$ cat config.mk
export PLATFORM = sky130hd
export DESIGN_NAME = bs_arb_rtr_bp
export DESIGN_NICKNAME = d
export VERILOG_FILES = /design/src/rtl/bs_arb_pkg.sv /design/src/rtl/bs_rr_arbiter.sv /design/src/rtl/bs_arb_rtr_bp.sv
export SDC_FILE = /design/constraint.sdc
export NUM_CORES = 1
export LEC_CHECK = 0
export ABC_AREA = 1
export CORE_MARGIN = 2
export CORE_UTILIZATION = 50
export DETAILED_ROUTE_END_ITERATION = 7
export GPL_ROUTABILITY_DRIVEN = 1
export GPL_TIMING_DRIVEN = 0
export PLACE_DENSITY = 0.84
export SLEW_MARGIN = 20
export SYNTH_ARGS = -nofsm -noshare
export SYNTH_HDL_FRONTEND = slang
export SYNTH_SLANG_ARGS = --single-unit
$ cat constraint.sdc
create_clock -name clk -period 10.65 [get_ports clk]
set_input_delay 1.065 -clock clk [delete_from_list [all_inputs] [get_ports clk]]
set_output_delay 1.065 -clock clk [all_outputs]
set_load 0.005 [all_outputs]
$ cat src/rtl/bs_arb_pkg.sv
// rtl/bs_arb_pkg.sv - shared types and helpers for the bus arbiter/router
// Contents:
//   state_t            router FSM states
//   ARB_RR, ARB_FIXED  arbitration mode encodings
//   get_dest(...)      destination field extraction from a packet
//   tgt_mask(...)      target device mask plus validity for a destination
package bs_arb_pkg;

   typedef enum logic {IDLE = 1'b0, WAIT = 1'b1} state_t;

   localparam logic ARB_RR    = 1'b0;
   localparam logic ARB_FIXED = 1'b1;

   // Upper bounds for the helpers; callers zero-extend into these widths,
   // so PCKG_SZ <= PKT_MAX, ID_W <= ID_MAX and DRVRS <= DRV_MAX must hold.
   localparam int PKT_MAX = 256;
   localparam int ID_MAX  = 16;
   localparam int DRV_MAX = 64;

   typedef struct packed {
      logic               valid;
      logic [DRV_MAX-1:0] mask;
   } tgt_t;

   // Destination sits in the top id_w bits of a pckg_sz-bit packet.
   function automatic logic [ID_MAX-1:0] get_dest(input logic [PKT_MAX-1:0] pkt,
                                                  input int pckg_sz, input int id_w);
      logic [PKT_MAX-1:0] sh;
      logic [ID_MAX-1:0]  fmask;
      sh    = pkt >> (pckg_sz - id_w);
      fmask = (ID_MAX'(1) << id_w) - ID_MAX'(1);
      return sh[ID_MAX-1:0] & fmask;
   endfunction

   // Broadcast reaches every device except the source; a unicast below
   // drvrs (self included) reaches that device; anything else is invalid.
   function automatic tgt_t tgt_mask(input logic [ID_MAX-1:0] dest, input int src,
                                     input int drvrs, input logic [ID_MAX-1:0] bcast);
      tgt_t t;
      t.valid = 1'b1;
      t.mask  = '0;
      for (int i = 0; i < DRV_MAX; i++) begin
         if (dest == bcast) t.mask[i] = (i < drvrs) && (i != src);
         else               t.mask[i] = (int'(dest) == i);
      end
      if (dest != bcast && int'(dest) >= drvrs) t.valid = 1'b0;
      return t;
   endfunction

endpackage

$ cat src/rtl/bs_rr_arbiter.sv
// rtl/bs_rr_arbiter.sv - combinational round-robin / fixed-priority picker
// Ports:
//   req      in   N   request vector
//   last_g   in   IW  index granted last time (round-robin pointer)
//   mode     in   1   ARB_RR or ARB_FIXED
//   gnt      out  IW  granted index
//   gnt_vld  out  1   any request present
module bs_rr_arbiter
   import bs_arb_pkg::*;
#(
   parameter int N  = 4,
   parameter int IW = $clog2(N)
) (
   input  logic [N-1:0]  req,
   input  logic [IW-1:0] last_g,
   input  logic          mode,
   output logic [IW-1:0] gnt,
   output logic          gnt_vld
);

   always_comb begin
      gnt     = '0;
      gnt_vld = 1'b0;
      if (mode == ARB_FIXED) begin
         // Highest index first so the lowest requester is the final writer.
         for (int i = N - 1; i >= 0; i--) begin
            if (req[i]) begin
               gnt     = IW'(i);
               gnt_vld = 1'b1;
            end
         end
      end else begin
         // Offsets farthest-first so the nearest requester after last_g wins.
         for (int k = N; k >= 1; k--) begin
            for (int j = 0; j < N; j++) begin
               if (req[j] && (j == (int'(last_g) + k) % N)) begin
                  gnt     = IW'(j);
                  gnt_vld = 1'b1;
               end
            end
         end
      end
   end

endmodule

$ cat src/rtl/bs_arb_rtr_bp.sv
// rtl/bs_arb_rtr_bp.sv - bus arbiter/router with backpressure and counters
// Ports:
//   clk, reset  clock, asynchronous active-high reset
//   pndng       in   DRVRS          device FIFO non-empty
//   D_pop       in   DRVRS*PCKG_SZ  FIFO head data (first-word-fall-through)
//   full        in   DRVRS          device cannot accept a push
//   pop         out  DRVRS          one-cycle FIFO pop strobe
//   push        out  DRVRS          one-cycle device push strobe
//   D_push      out  DRVRS*PCKG_SZ  data presented with push
//   pkt_cnt     out  16             delivered packets (saturating)
//   drop_cnt    out  16             dropped packets (saturating)
module bs_arb_rtr_bp
   import bs_arb_pkg::*;
#(
   parameter int              PCKG_SZ  = 16,
   parameter int              DRVRS    = 4,
   parameter int              ID_W     = 8,
   parameter logic [ID_W-1:0] BCAST    = {ID_W{1'b1}},
   parameter int              ARB_MODE = 0
) (
   input  logic                            clk,
   input  logic                            reset,
   input  logic [DRVRS-1:0]                pndng,
   input  logic [DRVRS-1:0][PCKG_SZ-1:0]   D_pop,
   input  logic [DRVRS-1:0]                full,
   output logic [DRVRS-1:0]                pop,
   output logic [DRVRS-1:0]                push,
   output logic [DRVRS-1:0][PCKG_SZ-1:0]   D_push,
   output logic [15:0]                     pkt_cnt,
   output logic [15:0]                     drop_cnt
);

   localparam int   GW   = $clog2(DRVRS);
   localparam logic MODE = (ARB_MODE == 1) ? ARB_FIXED : ARB_RR;

   state_t                           state_q, state_d;
   logic [GW-1:0]                    last_g_q, last_g_d;
   logic [PCKG_SZ-1:0]               pkt_q, pkt_d;
   logic [DRVRS-1:0]                 mask_q, mask_d;
   logic                             vld_q, vld_d;
   logic [DRVRS-1:0]                 pop_q, pop_d, push_q, push_d;
   logic [DRVRS-1:0][PCKG_SZ-1:0]    d_push_q, d_push_d;
   logic [15:0]                      pkt_cnt_q, pkt_cnt_d, drop_cnt_q, drop_cnt_d;

   logic [GW-1:0]      gnt;
   logic               gnt_vld;
   logic [PCKG_SZ-1:0] sel_pkt;
   logic [ID_MAX-1:0]  dest;
   tgt_t               tgt;
   logic               unused_tgt_bits;

   bs_rr_arbiter #(.N(DRVRS), .IW(GW)) u_arb (
      .req     (pndng),
      .last_g  (last_g_q),
      .mode    (MODE),
      .gnt     (gnt),
      .gnt_vld (gnt_vld)
   );

   // The target mask is resolved at grant time, so the source index never
   // needs its own register: it is folded into mask_q.
   assign sel_pkt         = D_pop[gnt];
   assign dest            = get_dest(PKT_MAX'(sel_pkt), PCKG_SZ, ID_W);
   assign tgt             = tgt_mask(dest, int'(gnt), DRVRS, ID_MAX'(BCAST));
   assign unused_tgt_bits = ^tgt.mask;

   always_ff @(posedge clk or posedge reset) begin
      if (reset) begin
         state_q    <= IDLE;
         last_g_q   <= GW'(DRVRS - 1);
         pkt_q      <= '0;
         mask_q     <= '0;
         vld_q      <= 1'b0;
         pop_q      <= '0;
         push_q     <= '0;
         d_push_q   <= '0;
         pkt_cnt_q  <= '0;
         drop_cnt_q <= '0;
      end else begin
         state_q    <= state_d;
         last_g_q   <= last_g_d;
         pkt_q      <= pkt_d;
         mask_q     <= mask_d;
         vld_q      <= vld_d;
         pop_q      <= pop_d;
         push_q     <= push_d;
         d_push_q   <= d_push_d;
         pkt_cnt_q  <= pkt_cnt_d;
         drop_cnt_q <= drop_cnt_d;
      end
   end

   always_comb begin
      state_d = state_q;
      case (state_q)
         IDLE:    if (gnt_vld) state_d = WAIT;
         WAIT:    if (!vld_q || ((mask_q & full) == '0)) state_d = IDLE;
         default: state_d = IDLE;
      endcase
   end

   always_comb begin
      last_g_d   = last_g_q;
      pkt_d      = pkt_q;
      mask_d     = mask_q;
      vld_d      = vld_q;
      pop_d      = '0;
      push_d     = '0;
      d_push_d   = d_push_q;
      pkt_cnt_d  = pkt_cnt_q;
      drop_cnt_d = drop_cnt_q;
      if (state_q == IDLE) begin
         if (gnt_vld) begin
            pop_d    = DRVRS'(1) << gnt;
            last_g_d = gnt;
            pkt_d    = sel_pkt;
            mask_d   = tgt.mask[DRVRS-1:0];
            vld_d    = tgt.valid;
         end
      end else begin
         if (!vld_q) begin
            if (drop_cnt_q != 16'hFFFF) drop_cnt_d = drop_cnt_q + 16'd1;
         end else if ((mask_q & full) == '0) begin
            // All-or-nothing: a broadcast waits until every target is free.
            push_d = mask_q;
            for (int i = 0; i < DRVRS; i++) begin
               if (mask_q[i]) d_push_d[i] = pkt_q;
            end
            if (pkt_cnt_q != 16'hFFFF) pkt_cnt_d = pkt_cnt_q + 16'd1;
         end
      end
   end

   assign pop      = pop_q;
   assign push     = push_q;
   assign D_push   = d_push_q;
   assign pkt_cnt  = pkt_cnt_q;
   assign drop_cnt = drop_cnt_q;

endmodule

==> key figures, run 1 <==
Placement
  • DP HPWL: 12500 um
  • Placed insts: about 1.0k
  • Final GP Congestion: ~0.85
  • I/O Buffers: between 150 and 200
  • Post-placement worst setup slack: between 7 and 8 ns

Layout
  • Share of layout cells above drive strength 1: approximately 7.6%
  • N_diodes: 0
  • # nets final: slightly below 1k
  • Post-layout util: around three quarters
  • Post-Layout Cell Count: roughly 1.0k
  • Area grow syn2layout: 44.4%

Power
  • Psw: about 0.88 mW
  • Reg power frac: 29.5%
  • Lkg Pwr: approximately 4 nW
  • Peak VDD IR: around 0.25 mV
  • Pint: approximately 1.4 mW
  • Pwr Density: between 200 and 300 nW/um^2
  • Combinational Power Share: between 40% and 50%
  • Clk pwr share: a little over a quarter
  • Net switching share of the total power: between 30% and 40%
  • Final Power: ~2.3 mW

Hold path
  • Hold path startpoint: D_push[11]
  • HP Class: register to register

Routing
  • Met2 wire length: 8830 um
  • Met3 routed wirelength: between 1000 and 1500 um
  • Vias per inst: about 5.4
  • Wl on met1: between 6000 and 7000 um
  • Wire per inst: roughly 16 um
  • Vias: 5618
  • Final ANT Viol Nets: 0
  • DR DRC count: 0
  • WL final: approximately 17000 um
  • TritonRoute pass-1 iters: 5
  • DRT iter0 DRCs: 495
  • Top Metal Used: met4

Die
  • Die ar.: approximately 13000 um^2
  • Starting density of the core: 51.4%
  • Num ports: about 180
  • Core area: roughly 11000 um^2
  • Chip height: ~110 um
  • Die X-Extent: between 100 and 150 um
  • Rows: 39

Worst setup path
  • Slowest stage cell on the critical path: clkdlybuf4s50_1
  • R2r startpoint: last_g_q[0]
  • Startpoint class of the critical path: input port
  • Most numerous cell on the critical path: nand2_1
  • Max FO, Critical Path: 10
  • WP data required: 10.94 ns
  • CP peak stage delay: ~0.57 ns
  • CP Launch Point: pndng[3]
  • Arr. time, crit path: about 3.6 ns
  • Cell family with most CP delay: simple AND/OR/NAND/NOR gates
  • CP Buf/Inv Count: 4
  • Type of the worst setup path: input port to register
  • Worst setup EP type: register

STA
  • Worst slew margin: approximately 60%
  • Worst setup margin: about 7.4 ns
  • Fin Clk Skew: roughly 0.0056 ns
  • Final min period: roughly 3.3 ns
  • Worst-Margin Slew: between 0.6 and 0.7 ns
  • Sum of negative setup slack: 0 ns
  • Peak Freq: slightly above 300 MHz
  • Number of failing hold endpoints at the final stage: 0
  • Setup violations, final: 0
  • RSZ-0062 raised after global routing: false
  • Max Slew Vio Count: 0
  • Final period util: 30.6%

Synth
  • Synth Warn #: 0
  • Sequential element share of the synthesized area: a little over half
  • Synth Flop Type: dfrtp_1
  • Synthesized cell area: ~6000 um^2
  • Register bit total from synthesis: around 130
  • Synthesized instance count: ~690
  • Unique masters post-synth: 35
  • Syn nets: about 770
  • EDFF count, synth: 0
  • Fraction of registers with async set/reset: 100%
  • Mean post-synth cell area: ~8.5 um^2

CTS
  • CTS tree: yes
  • Longest Clk Path Bufs: 2
  • Clk root buf: clkbuf_16
  • Post-CTS resize count: 0
  • CTS Buf Count: 17
  • Skew-Pair Late Insertion Delay: ~0.40 ns
  • CTS H-tree lvls: 4
  • Cts hold-fix bufs: 0
  • CTS sink cnt: 128
  • Post-CTS Setup Bufs: 0
  • Clock-pin slew on the worst setup and hold paths: about 0.05 ns

GRT
  • Pin count of the biggest net entering global routing: 66
  • Vias in the first global route: around 5.7k
  • Antenna violations before repair: 0
  • Global-route wire length before repair: 28100 um
  • GRT Residual Overflow: 0
  • Gr usage total: around 28%

Run
  • Maxcap violations: 0

Run status
  • Status: finished, final reports clean
metal layers:
metal	GRT usage, %	vias up
met1	34.4	2698
met4	10.8	0
li1	-	2620
met5	0	-
met3	4.59	38
met2	48.3	262
cell usage after synthesis, types with 3 or more instances:
cell type    n  area, um^2
nor4_1       3        18.8
inv_2        3        11.3
buf_6        4        45.0
nand2_1    235         882
nor3_1      13        65.1
nor2_4       4        45.0
nand2_2      8        50.1
a41oi_1      4        35.0
clkbuf_1    16        60.1
nor2_2       4        25.0
nand3_1     37         185
nor2_1      33         124
inv_1       55         206
o21ai_0     79         395
a22oi_1      6        45.0
xor2_1      22         193
nand4_1      9        56.3
xnor2_1      7        61.3
dfrtp_1    126        3150
stage by stage:
stage                     hold slack [ns]  instance area [um^2]
after detailed placement            0.474                  7880
after global placement              0.465                  7850
final                               0.484                  8510
after global routing                0.515                  8510
after CTS                           0.486                  8510
after floorplan                     0.464                  5900
cell families (layout without fill, tap and decap cells):
kind of cell / Yosys count / count (layout) / synth area share (%)
adders and majority gates: 2 / 2 / 0.424
xor gates and xnor gates: 29 / 29 / 4.31
buffers and inverters: 84 / 294 / 6.07
DFF: 128 / 128 / 54.4
and+or+nand+nor: 355 / 355 / 26.2
AOI/OAI and AO/OA: 94 / 94 / 8.66
area by class of cell:
type,count,area [um^2]
clock inverters,10,158
fillers,798,2960
plain buffers,24,130
flip-flops and latches,128,3210
well taps,143,179
repair buffers,178,1800
inverters,60,233
clock buffers,22,474
multi-input cells,480,2330
worst register-to-register path, delay by kind of cell (launching register included):
kind | cells | cell delay [ns]
simple gates | 23 | 1.66
buf+inv | 4 | 0.38
flops | 1 | 0.53
final timing paths:
path	endpoint	slack, ns	depth (start not counted)
setup reg to reg	vld_q	7.98	27
min in group asynchronous	pkt_cnt[13]	1.11	2
setup / recovery	vld_q	7.40	27
hold / removal	D_push[11]	0.48	2
max in group asynchronous	D_push[2]	8.85	3
hold reg to reg	D_push[11]	0.48	2
flip-flops by register name (all words and copies together) (netlist names):
name,flops
D_push,64
drop_cnt,16
pkt_cnt,16
pkt_q,16
mask_q,4
pop,4
push,4
last_g_q,2
state_q,1
vld_q,1
cell usage in the layout (no fill, tap or decap), types with 3 or more instances in the layout:
master,n
xor2_1,22
buf_6,4
clkdlybuf4s50_1,177
clkbuf_8,3
clkbuf_1,18
inv_1,54
a41oi_1,4
nand3_1,37
bufinv_16,4
nor4_1,3
nand4_1,9
nand2_2,8
nor2_1,33
clkbuf_16,17
nand2_1,235
a22oi_1,6
nor3_1,13
xnor2_1,7
o21ai_0,79
nor2_2,4
clkinvlp_4,3
nor2_4,4
inv_2,3
dfrtp_1,126
clkinv_2,3
power groups by stage:
stage	Sequential (mW)	Combinational [mW]	Clock, mW
2_1_floorplan	0.657	0.631	0
3_3_place_gp	0.664	0.921	0
3_5_place_dp	0.671	0.961	0
4_1_cts	0.664	0.974	0.610
5_1_grt	0.675	1.09	0.632
6_report	0.666	0.982	0.608
No activity file was read; power rests on OpenSTA's default activity.
==> run 2: changes to the inputs <==
--- a/config.mk
+++ b/config.mk
@@ -7,11 +7,11 @@
 export LEC_CHECK = 0
 export ABC_AREA = 1
 export CORE_MARGIN = 2
-export CORE_UTILIZATION = 50
+export CORE_UTILIZATION = 47
 export DETAILED_ROUTE_END_ITERATION = 7
 export GPL_ROUTABILITY_DRIVEN = 1
 export GPL_TIMING_DRIVEN = 0
-export PLACE_DENSITY = 0.84
+export PLACE_DENSITY = 0.8
 export SLEW_MARGIN = 20
 export SYNTH_ARGS = -nofsm -noshare
 export SYNTH_HDL_FRONTEND = slang
==> constraint.sdc (replaced) <==
create_clock -name clk -period 3.3 [get_ports clk]
set_input_delay 0.33 -clock clk [delete_from_list [all_inputs] [get_ports clk]]
set_output_delay 0.33 -clock clk [all_outputs]
set_load 0.005 [all_outputs]
==> key figures, run 2 (synthesis results as in run 1) <==
Layout
  • N_diodes: 0 (unchanged)
  • # nets final: 968 (+0.31%)
  • Most common cell after layout, fill and taps aside: nand2_1
  • Layout filler cell count: 966 (+21%)
  • Multi-input gate area: 2330 um^2 (unchanged)
  • Commonest cells after routing, fill and taps aside: 235 x nand2_1, 177 x clkdlybuf4s50_1, 126 x dfrtp_1
  • FF/Latch Area: 3210 um^2 (unchanged)
  • Area grow syn2layout: 45.1%
  • Share of layout cells above drive strength 1: 8.18% (+0.53 points)
  • Max reg flops: 64 (unchanged)

CTS
  • Post-CTS resize count: 0 (unchanged)
  • Cts hold-fix bufs: 0 (unchanged)
  • Clk root buf: clkbuf_16
  • Clock-pin slew on the worst setup and hold paths: 0.06 ns (about the same)
  • Post-CTS Setup Bufs: 0 (unchanged)
  • CTS H-tree lvls: 4 (unchanged)
  • Longest Clk Path Bufs: 2 (unchanged)
  • Skew-Pair Late Insertion Delay: 0.41 ns (about the same)
  • CTS sink cnt: 128 (unchanged)
  • CTS Buf Count: 17 (unchanged)
  • CTS tree: yes

Routing
  • WL final: 16200 um (-5.2%)
  • Vias: 5411 (-3.7%)
  • DRT iter0 DRCs: 343 (-31%)
  • Final ANT Viol Nets: 0 (unchanged)
  • Vias per inst: 5.04 (-6.2%)
  • TritonRoute pass-1 iters: 5 (unchanged)
  • Wire per inst: 15.1 um (-7.7%)
  • DR DRC count: 0 (unchanged)

Run status
  • Status: finished, final reports clean

STA
  • Worst slew margin: 62.8% (+3.2 points)
  • Setup violations, final: 0 (unchanged)
  • Fin Clk Skew: 0.0111 ns (+0.00554 ns)
  • Final period util: between 70% and 80%
  • RSZ-0062 raised after global routing: false
  • Max Slew Vio Count: 0 (unchanged)
  • Final min period: roughly 2.6 ns
  • Peak Freq: between 300 and 400 MHz
  • Number of failing hold endpoints at the final stage: 0 (unchanged)
  • Hold_ws: 0.210 ns (-0.274 ns)
  • Sum of negative setup slack: 0 ns (unchanged)
  • Worst-Margin Slew: 0.558 ns (-0.0486 ns)

Power
  • Combinational Power Share: 44.1% (+0.6 points)
  • Clk pwr share: 26.0% (-0.9 points)
  • Reg power frac: 29.9% (+0.4 points)
  • Peak VDD IR: 0.736 mV (+200%)
  • Pint: 4.27 mW (+210%)
  • Net switching share of the total power: 40.2% (+1.2 points)
  • Psw: 2.87 mW (+230%)
  • Lkg Pwr: 4.05 nW (about the same)
  • Pwr Density: 834 nW/um^2 (+210%)

Worst setup path
  • CP peak stage delay: 0.53 ns (-0.04 ns)
  • Arr. time, crit path: 2.90 ns (-0.65 ns)
  • Worst Reg-to-Reg Cells: 10 (-63%)
  • Reg2reg end: pkt_q[13]
  • Worst setup EP type: register
  • WP data required: 3.61 ns (-7.33 ns)
  • Reg-to-reg slack, setup: 0.71 ns (-7.27 ns)
  • R2r startpoint: last_g_q[1]
  • Startpoint class of the critical path: register
  • Type of the worst setup path: register to register
  • Max FO, Critical Path: 10 (unchanged)
  • Slowest stage cell on the critical path: dfstp_2
  • Worst-path cell chain: buf_6 > nor2_2 > nand2_1 > nand2_1 > or4_1 > nor3_1 > nor2_1 > clkbuf_1 > clkbuf_1 > o21ai_0

Die
  • Core area: 12100 um^2 (+5.6%)
  • Rows: 40 (+2.6%)
  • Die ar.: 13500 um^2 (+6.2%)
  • Starting density of the core: 48.7% (-2.7 points)
  • Chip height: 116 um (+3.0%)
  • Num ports: 178 (unchanged)
  • Die X-Extent: 116 um (+3.0%)

Hold path
  • HP Class: input port to asynchronous set/reset pin

GRT
  • GRT Residual Overflow: 0 (unchanged)
  • Antenna violations before repair: 0 (unchanged)
  • Vias in the first global route: 5222 (-8.8%)
  • Gr usage total: 25.3% (-2.4 points)
  • Global-route wire length before repair: 26000 um (-7.2%)
  • Pin count of the biggest net entering global routing: 36 (-45%)

Placement
  • Final GP Congestion: 0.838 (-1.3%)
  • DP HPWL: 12000 um (-4.4%)
  • I/O Buffers: 177 (unchanged)

Run
  • Maxcap violations: 0 (unchanged)
## run 2: cell count changes in the layout (fill, tap and decap cells not counted), sizes merged
cell | previous run | this run
buf | 9 | 12
bufinv | 4 | 2
clkbuf | 38 | 34
clkinv | 4 | 5
clkinvlp | 3 | 4
inv | 59 | 63
## run 2: cell type report
cell class	instances	share of cell area (%)
buffer	24	1.52
clock buffer	18	5.13
clock inverter	14	1.80
inverter	60	2.71
multi-input combinational	480	27.3
sequential	128	37.5
tap	168	2.46
timing repair buffer	181	21.6
## run 2: per-stage QoR
step           worst slack (ns)  power (mW)  utilization (%)  instance area, um^2  instances
2_1_floorplan              1.04        4.16                -                 5900        692
3_3_place_gp              0.297        5.19             65.1                 7880       1037
3_5_place_dp              0.492        5.27             65.7                 7960       1041
4_1_cts                   0.698        7.18             70.6                 8550       1073
5_1_grt                   0.367        7.68             70.6                 8550       1073
6_report                  0.712        7.14             70.6                 8550       1073
## run 2: metal layers
metal  GRT usage (%)  share of wire, %  vias to the layer above  wire [um]
li1                -                 -                     2632          -
met1            32.5                43                     2534       6970
met2            42.0                49                      214       7930
met3            5.23               5.7                       31        924
met4            10.2               2.4                        0        396
met5               0                 0                        -          0
## run 2: power groups by stage
stage	Clock (mW)	Sequential (mW)	Combinational, mW
after floorplan	0	2.12	2.04
after global placement	0	2.14	3.05
after detailed placement	0	2.15	3.11
after CTS	1.88	2.13	3.16
after global routing	1.96	2.17	3.54
final	1.86	2.13	3.15
## run 2: how the worst max path moves through the flow
stage / from / end / slack (ns) / cells after the start
6_report: last_g_q[1] / pkt_q[13] / 0.71 / 10
5_1_grt: last_g_q[1] / vld_q / 0.37 / 27
4_1_cts: last_g_q[1] / pkt_q[13] / 0.70 / 10
3_5_place_dp: full[3] / pkt_cnt[15] / 0.49 / 12
3_3_place_gp: reset / push[2] / 0.30 / 2
2_1_floorplan: last_g_q[1] / mask_q[3] / 1.04 / 27
## run 2: critical path: cells and delay by family, from the launching register on
family,cells,cell delay (ns)
DFF,1,0.53
buffers and inverters,3,0.66
AOI/OAI and AO/OA,1,0.25
and+or+nand+nor,6,1.04
